`src/rtl/bus_rr2m_if.sv`:
```
// ============================================================================
// Module   : bus_rr2m_if
// Brief    : Signal bundle between two bus masters, the bus_rr2m fabric and
//            its NUM_S slaves.
// Revision : 1.0 - initial release
// ============================================================================
`default_nettype none

interface bus_rr2m_if #(
  parameter int DATA_W = 64,
  parameter int ADDR_W = 16,
  parameter int NUM_S  = 4
);
  logic                    m0_req;
  logic                    m0_wr;
  logic [ADDR_W-1:0]       m0_addr;
  logic [DATA_W-1:0]       m0_dout;
  logic                    m1_req;
  logic                    m1_wr;
  logic [ADDR_W-1:0]       m1_addr;
  logic [DATA_W-1:0]       m1_dout;
  logic                    m0_grant;
  logic                    m1_grant;
  logic [DATA_W-1:0]       m_din;
  logic                    decode_err;
  logic [NUM_S-1:0]        s_sel;
  logic                    s_wr;
  logic [ADDR_W-1:0]       s_addr;
  logic [DATA_W-1:0]       s_din;
  logic [NUM_S*DATA_W-1:0] s_dout;

  // Fabric side: receives master requests and slave read data.
  modport slave (
    input  m0_req, m0_wr, m0_addr, m0_dout,
    input  m1_req, m1_wr, m1_addr, m1_dout,
    input  s_dout,
    output m0_grant, m1_grant, m_din, decode_err,
    output s_sel, s_wr, s_addr, s_din
  );

  // Environment side: masters and slaves around the fabric.
  modport master (
    output m0_req, m0_wr, m0_addr, m0_dout,
    output m1_req, m1_wr, m1_addr, m1_dout,
    output s_dout,
    input  m0_grant, m1_grant, m_din, decode_err,
    input  s_sel, s_wr, s_addr, s_din
  );
endinterface

`default_nettype wire

```
`src/rtl/bus_rr2m.sv`:
```
// ============================================================================
// Module   : bus_rr2m
// Brief    : Two-master round-robin shared bus to NUM_S slaves with upper
//            address decode. Define BUS_TIMEOUT_EN to bound bus ownership
//            under contention to TIMEOUT cycles.
// Revision : 1.0 - initial release
// ============================================================================
`default_nettype none

module bus_rr2m #(
  parameter int DATA_W  = 64,
  parameter int ADDR_W  = 16,
  parameter int SEL_W   = 2,
  parameter int NUM_S   = 4,
  parameter int TIMEOUT = 16
) (
  input  wire logic  clk,
  input  wire logic  reset_n,
  bus_rr2m_if.slave  bus
);

  typedef enum logic [1:0] {
    IDLE = 2'b00,
    G0   = 2'b01,
    G1   = 2'b10
  } state_e;

  state_e state_q, state_d;
  logic   last_q, last_d;

  logic [ADDR_W-1:0] w_addr;
  logic [DATA_W-1:0] w_din;
  logic              w_wr;
  logic [SEL_W-1:0]  w_idx;
  logic [NUM_S-1:0]  w_sel;
  logic [DATA_W-1:0] w_mdin;
  logic              w_err;

  if (SEL_W < 1 || SEL_W >= ADDR_W || NUM_S < 1 || NUM_S > (1 << SEL_W) || TIMEOUT < 2)
  begin : g_param_check
    $error("bus_rr2m: illegal parameter combination");
  end

`ifdef BUS_TIMEOUT_EN
  logic [7:0] cnt_q, cnt_d;
  logic       w_other_req;
  logic       w_expire;

  always_comb begin
    w_other_req = 1'b0;
    if (state_q == G0) w_other_req = bus.m1_req;
    if (state_q == G1) w_other_req = bus.m0_req;
  end

  assign w_expire = w_other_req && (cnt_q == 8'(TIMEOUT - 1));
`else
  logic w_expire;
  assign w_expire = 1'b0;
`endif

  // Next-state: non-preemptive round robin, hand-over without an idle gap.
  always_comb begin
    state_d = state_q;
    case (state_q)
      IDLE: begin
        if (bus.m0_req && bus.m1_req) state_d = last_q ? G0 : G1;
        else if (bus.m0_req)          state_d = G0;
        else if (bus.m1_req)          state_d = G1;
      end
      G0: begin
        if (w_expire)         state_d = G1;
        else if (bus.m0_req)  state_d = G0;
        else if (bus.m1_req)  state_d = G1;
        else                  state_d = IDLE;
      end
      G1: begin
        if (w_expire)         state_d = G0;
        else if (bus.m1_req)  state_d = G1;
        else if (bus.m0_req)  state_d = G0;
        else                  state_d = IDLE;
      end
      default: state_d = IDLE;
    endcase

    last_d = last_q;
    if (state_d == G0) last_d = 1'b0;
    if (state_d == G1) last_d = 1'b1;
  end

`ifdef BUS_TIMEOUT_EN
  always_comb begin
    cnt_d = 8'd0;
    if ((state_d == state_q) && (state_q != IDLE) && w_other_req)
      cnt_d = cnt_q + 8'd1;
  end
`endif

  always_ff @(posedge clk or negedge reset_n) begin
    if (!reset_n) begin
      state_q <= IDLE;
      last_q  <= 1'b1;
`ifdef BUS_TIMEOUT_EN
      cnt_q   <= 8'd0;
`endif
    end else begin
      state_q <= state_d;
      last_q  <= last_d;
`ifdef BUS_TIMEOUT_EN
      cnt_q   <= cnt_d;
`endif
    end
  end

  always_comb begin
    w_wr   = 1'b0;
    w_addr = '0;
    w_din  = '0;
    case (state_q)
      G0: begin
        w_wr   = bus.m0_wr;
        w_addr = bus.m0_addr;
        w_din  = bus.m0_dout;
      end
      G1: begin
        w_wr   = bus.m1_wr;
        w_addr = bus.m1_addr;
        w_din  = bus.m1_dout;
      end
      default: ;
    endcase
  end

  assign w_idx = w_addr[ADDR_W-1 -: SEL_W];

  // An owned bus with an unpopulated index flags an error; IDLE stays quiet.
  always_comb begin
    w_sel  = '0;
    w_mdin = '0;
    w_err  = (state_q != IDLE);
    if (state_q != IDLE) begin
      for (int k = 0; k < NUM_S; k++) begin
        if (w_idx == SEL_W'(k)) begin
          w_sel[k] = 1'b1;
          w_mdin   = bus.s_dout[k*DATA_W +: DATA_W];
          w_err    = 1'b0;
        end
      end
    end
  end

  assign bus.m0_grant   = (state_q == G0);
  assign bus.m1_grant   = (state_q == G1);
  assign bus.s_wr       = w_wr;
  assign bus.s_addr     = w_addr;
  assign bus.s_din      = w_din;
  assign bus.s_sel      = w_sel;
  assign bus.m_din      = w_mdin;
  assign bus.decode_err = w_err;

endmodule

`default_nettype wire

```
`src/flat_wrapper.sv`:
```
// flat-port wrapper written by rule: the top's interface ports become plain ports
module bus_rr2m_flat 
#(
  parameter int DATA_W  = 64,
  parameter int ADDR_W  = 16,
  parameter int SEL_W   = 2,
  parameter int NUM_S   = 4,
  parameter int TIMEOUT = 16
)
  (clk, reset_n, bus_m0_req, bus_m0_wr, bus_m0_addr, bus_m0_dout, bus_m1_req, bus_m1_wr, bus_m1_addr, bus_m1_dout, bus_s_dout, bus_m0_grant, bus_m1_grant, bus_m_din, bus_decode_err, bus_s_sel, bus_s_wr, bus_s_addr, bus_s_din);
  bus_rr2m_if #(.DATA_W(DATA_W), .ADDR_W(ADDR_W), .NUM_S(NUM_S)) bus_i ();
  input  wire logic clk;
  input  wire logic reset_n;
  input wire logic [$bits(bus_i.m0_req)-1:0] bus_m0_req;
  input wire logic [$bits(bus_i.m0_wr)-1:0] bus_m0_wr;
  input wire logic [$bits(bus_i.m0_addr)-1:0] bus_m0_addr;
  input wire logic [$bits(bus_i.m0_dout)-1:0] bus_m0_dout;
  input wire logic [$bits(bus_i.m1_req)-1:0] bus_m1_req;
  input wire logic [$bits(bus_i.m1_wr)-1:0] bus_m1_wr;
  input wire logic [$bits(bus_i.m1_addr)-1:0] bus_m1_addr;
  input wire logic [$bits(bus_i.m1_dout)-1:0] bus_m1_dout;
  input wire logic [$bits(bus_i.s_dout)-1:0] bus_s_dout;
  output wire logic [$bits(bus_i.m0_grant)-1:0] bus_m0_grant;
  output wire logic [$bits(bus_i.m1_grant)-1:0] bus_m1_grant;
  output wire logic [$bits(bus_i.m_din)-1:0] bus_m_din;
  output wire logic [$bits(bus_i.decode_err)-1:0] bus_decode_err;
  output wire logic [$bits(bus_i.s_sel)-1:0] bus_s_sel;
  output wire logic [$bits(bus_i.s_wr)-1:0] bus_s_wr;
  output wire logic [$bits(bus_i.s_addr)-1:0] bus_s_addr;
  output wire logic [$bits(bus_i.s_din)-1:0] bus_s_din;
  assign bus_i.m0_req = bus_m0_req;
  assign bus_i.m0_wr = bus_m0_wr;
  assign bus_i.m0_addr = bus_m0_addr;
  assign bus_i.m0_dout = bus_m0_dout;
  assign bus_i.m1_req = bus_m1_req;
  assign bus_i.m1_wr = bus_m1_wr;
  assign bus_i.m1_addr = bus_m1_addr;
  assign bus_i.m1_dout = bus_m1_dout;
  assign bus_i.s_dout = bus_s_dout;
  assign bus_m0_grant = bus_i.m0_grant;
  assign bus_m1_grant = bus_i.m1_grant;
  assign bus_m_din = bus_i.m_din;
  assign bus_decode_err = bus_i.decode_err;
  assign bus_s_sel = bus_i.s_sel;
  assign bus_s_wr = bus_i.s_wr;
  assign bus_s_addr = bus_i.s_addr;
  assign bus_s_din = bus_i.s_din;
  bus_rr2m #(.DATA_W(DATA_W), .ADDR_W(ADDR_W), .SEL_W(SEL_W), .NUM_S(NUM_S), .TIMEOUT(TIMEOUT)) u_core (.clk(clk), .reset_n(reset_n), .bus(bus_i));
endmodule
```
`config.mk`:
```
export PLATFORM = sky130hd
export DESIGN_NAME = bus_rr2m_flat
export DESIGN_NICKNAME = d
export VERILOG_FILES = /design/src/rtl/bus_rr2m_if.sv /design/src/rtl/bus_rr2m.sv /design/src/flat_wrapper.sv
export SDC_FILE = /design/constraint.sdc
export NUM_CORES = 1
export LEC_CHECK = 0
export ABC_AREA = 1
export BUFFER_PORTS_ARGS = -buffer_cell sky130_fd_sc_hd__buf_2
export CAP_MARGIN = 10
export CORE_AREA = 2 2 223 225
export CTS_BUF_LIST = sky130_fd_sc_hd__clkbuf_16
export DETAILED_ROUTE_END_ITERATION = 7
export DIE_AREA = 0 0 225 227
export SLEW_MARGIN = 30
export SYNTH_ARGS = -nofsm -noshare
export SYNTH_HDL_FRONTEND = slang
export SYNTH_SLANG_ARGS = --single-unit
```
`constraint.sdc`:
```
create_clock -name clk -period 1.7 [get_ports clk]
set_input_delay 0.17 -clock clk [delete_from_list [all_inputs] [get_ports clk]]
set_output_delay 0.17 -clock clk [all_outputs]
set_load 0.02 [all_outputs]
```
==> flow_summary.yaml <==
status:
  status: "complete, but fails checks"
  violations: "setup timing"
logic_synthesis:
  netlist_instances: 1084
  ys_ff_latch: 3
  yosysTopAreaCellShare: 0.1805
  synth_common_cells: "nand2_1, inv_1, nand3_1"
  yosysWarnings: 0
  synth_edf_count: 0
  synth_area_um2: 4866
  synth_nets: 1511
  ys_seq_area_frac: 0.01569
  synthTopCellsByArea: "nand2_1, inv_1, nand3_1"
  syn_avg_cell_area_um2: 4.489
  ys_types: 21
  yosysTopAreaCell: "nand2_1"
  async_reset_ff_frac: 1.000
  synthMostInstantiatedCell: "nand2_1"
  synth_flop_cell: "dfrtp_1"
power:
  p_total_mw: 26.25
  p_seq_frac: 0.005
  power.switching_mw: 14.30
  peakVddDrop_mv: 0.8446
  intPower_mw: 11.95
  power_density_nw_per_um2: 1818
  pwr-share-comb: 0.981
  p_clk_frac: 0.014
  swShare: 0.5448
  p_leak_nw: 7.060
cells_and_area:
  n_fill_cell: 5183
  stdcell_count: 2372
  drive_above_1_share: 0.6772
  nets: 2172
  fin_area_um2: 14430
  final_core_util: 0.2973
  synthToLayoutAreaGrowth_pct: 196.6
critical_path:
  setup.worst_path.start: "u_core.state_q[1]"
  worstSetupPathType: "reg2out"
  arrival_ns: 2.11
  cp_num_buf_inv: 6
  reg2regPathDepth: 12
  max_stage_delay_ns: 0.39
  endpoint: "bus_m_din[27]"
  critPathCaptureType: "output port"
  worst_ep_required_time_ns: 1.53
  timing.critical_path.mode_cell: "buf_12"
  rrSetupSlack_ns: -0.31
  r2r-start: "u_core.state_q[1]"
  critPathSlowestCell: "dfrtp_1"
  r2r-end: "u_core.last_q"
  cp_top_family: "buffers and inverters"
  crit_fanout: 7
  cp.depth: 11
  worstPathCellList: "inv_2 -> ha_4 -> buf_12 -> nand2_8 -> buf_12 -> buf_12 -> clkbuf_16 -> nand3_2 -> nand3_4 -> nor2_4 -> buf_6"
  start_kind: "flip-flop"
drt:
  via_per_inst: 4.257
  dr_total_vias: 10098
  drt_iter0_drc: 319
  drc: 0
  avgRoutedWirePerCell_um: 19.69
  totalWireLength_um: 46710
  drt_pass1_iterations: 5
  ant_nets: 0
timing:
  fin_skew_ns: 0.001222
  worst_slack_ns: -0.5797
  period_needed_ns: 2.280
  hold_violations: 0
  fmax_mhz: 438.7
  drv_slew: 0
  rsz0062_at_grt: "yes"
  setup_viol: 150
  period_share: 1.341
clock_network:
  cts_num_sinks: 3
  cts_buffer_depth: 2
  cts_tree: "built"
  htree_levels: 1
  numCtsBuffers: 3
  root_buffer: "clkbuf_16"
  clock_latency_ns: 0.22
  clkTransAtPathRegs_ns: 0.03
global_route:
  grt_pass1_wl_um: 60300
  grt_usage: 0.1598
  antenna_found_initial: 11
  grt_pass1_vias: 9798
  globalRouteOverflowTotal: 0
  grt_max_degree: 30
floorplanning:
  std_cell_rows: 81
  die_width_um: 225
  core_um2: 48550
  io_pins: 574
  die_area_um2: 51080
  die_h_um: 227
  floorplan.initialDensity: 0.1002
place:
  dp_hpwl_um: 32220
  gp_congestion: 0.9024
  io_buffers: 572
  dpl.cell_count: 2283
  post-place-ws_ns: -0.6007
  place_area_um2: 10550
run:
  drv_cap: 0
min_path:
  hold_path_class: "in2async"
==> repair_timing <==
| action | 4_1_cts | 5_1_grt |
|---|---|---|
| gates cloned | 25 | 11 |
| hold buffers | 1 | 0 |
| gates resized for setup | 446 | 212 |
| buffers inserted | 35 | 17 |
| pin swaps | 31 | 49 |
| endpoints found under the setup margin | 151 | 154 |
| hold endpoints to repair | 3 | 0 |
==> power by group through the flow <==
stage / clock, mW / combinational (mW) / sequential [mW]
2_1_floorplan: 0 / 10.6 / 0.139
3_3_place_gp: 0 / 16.8 / 0.144
3_5_place_dp: 0 / 16.8 / 0.146
4_1_cts: 0.374 / 23.4 / 0.140
5_1_grt: 0.385 / 27.0 / 0.144
6_report: 0.371 / 25.7 / 0.140
==> cells by family after synthesis <==
kind of cell | count (synthesis) | synth area share
and+or+nand+nor | 660 | 0.6012
buffers and inverters | 314 | 0.2643
AOI/OAI and AO/OA | 100 | 0.1029
adders and majority gates | 5 | 0.01286
DFF | 3 | 0.01569
muxes | 1 | 0.002314
other | 1 | 0.0007707
==> cell type report <==
class	instances	area, um^2	area share
Clock inverter	1	3.754	0.0002601
Clock buffer	3	75.07	0.005201
Antenna cell	6	15.01	0.001040
Multi-Input combinational cell	771	6277	0.4349
Timing Repair Buffer	749	6360	0.4406
Inverter	217	847.1	0.05869
Sequential cell	3	77.57	0.005374
Tap cell	622	778.2	0.05392
==> layout by cell type (no fill, tap or decap), types with 14 or more instances in the layout <==
cell and instances:
buf_2 425, buf_8 14, nor3_4 23, buf_16 24
buf_6 133, nor2_1 14, a21oi_2 24, nor2_4 78
buf_12 39, a21oi_4 51, nor2_2 53, nor3_2 25
nand2_1 205, buf_4 101, nand2_2 22, nand4_1 64
inv_1 210, nand3_4 15, nand3_1 37, nand3_2 108
==> state kept, by name, summed over array words and instances, names as in the netlist <==
signal,count
u_core.last_q,1
u_core.state_q,2
==> how the worst min path moves through the flow <==
stage	start	to	depth (start not counted)
2_1_floorplan	reset_n	u_core.state_q[0]	0
3_3_place_gp	reset_n	u_core.state_q[0]	1
3_5_place_dp	reset_n	u_core.state_q[1]	1
4_1_cts	reset_n	u_core.state_q[1]	2
5_1_grt	reset_n	u_core.state_q[1]	2
6_report	reset_n	u_core.state_q[1]	2
==> stage by stage <==
step	hold WS, ns	setup TNS [ns]
2_1_floorplan	-0.1256	-9.454
3_3_place_gp	-0.02908	-45.80
3_5_place_dp	-0.02580	-46.45
4_1_cts	0.3312	-66.68
5_1_grt	0.3339	-78.63
6_report	0.3241	-67.50
==> layer usage <==
| layer | part of all wire | vias to the layer above | track usage |
|---|---|---|---|
| li1 | - | 4746 | - |
| met1 | 0.35 | 4687 | 0.1693 |
| met2 | 0.52 | 543 | 0.3073 |
| met3 | 0.069 | 116 | 0.02801 |
| met4 | 0.056 | 6 | 0.07178 |
| met5 | 0.00086 | - | 0 |
Note: power is estimated with default switching activity, not from simulation.
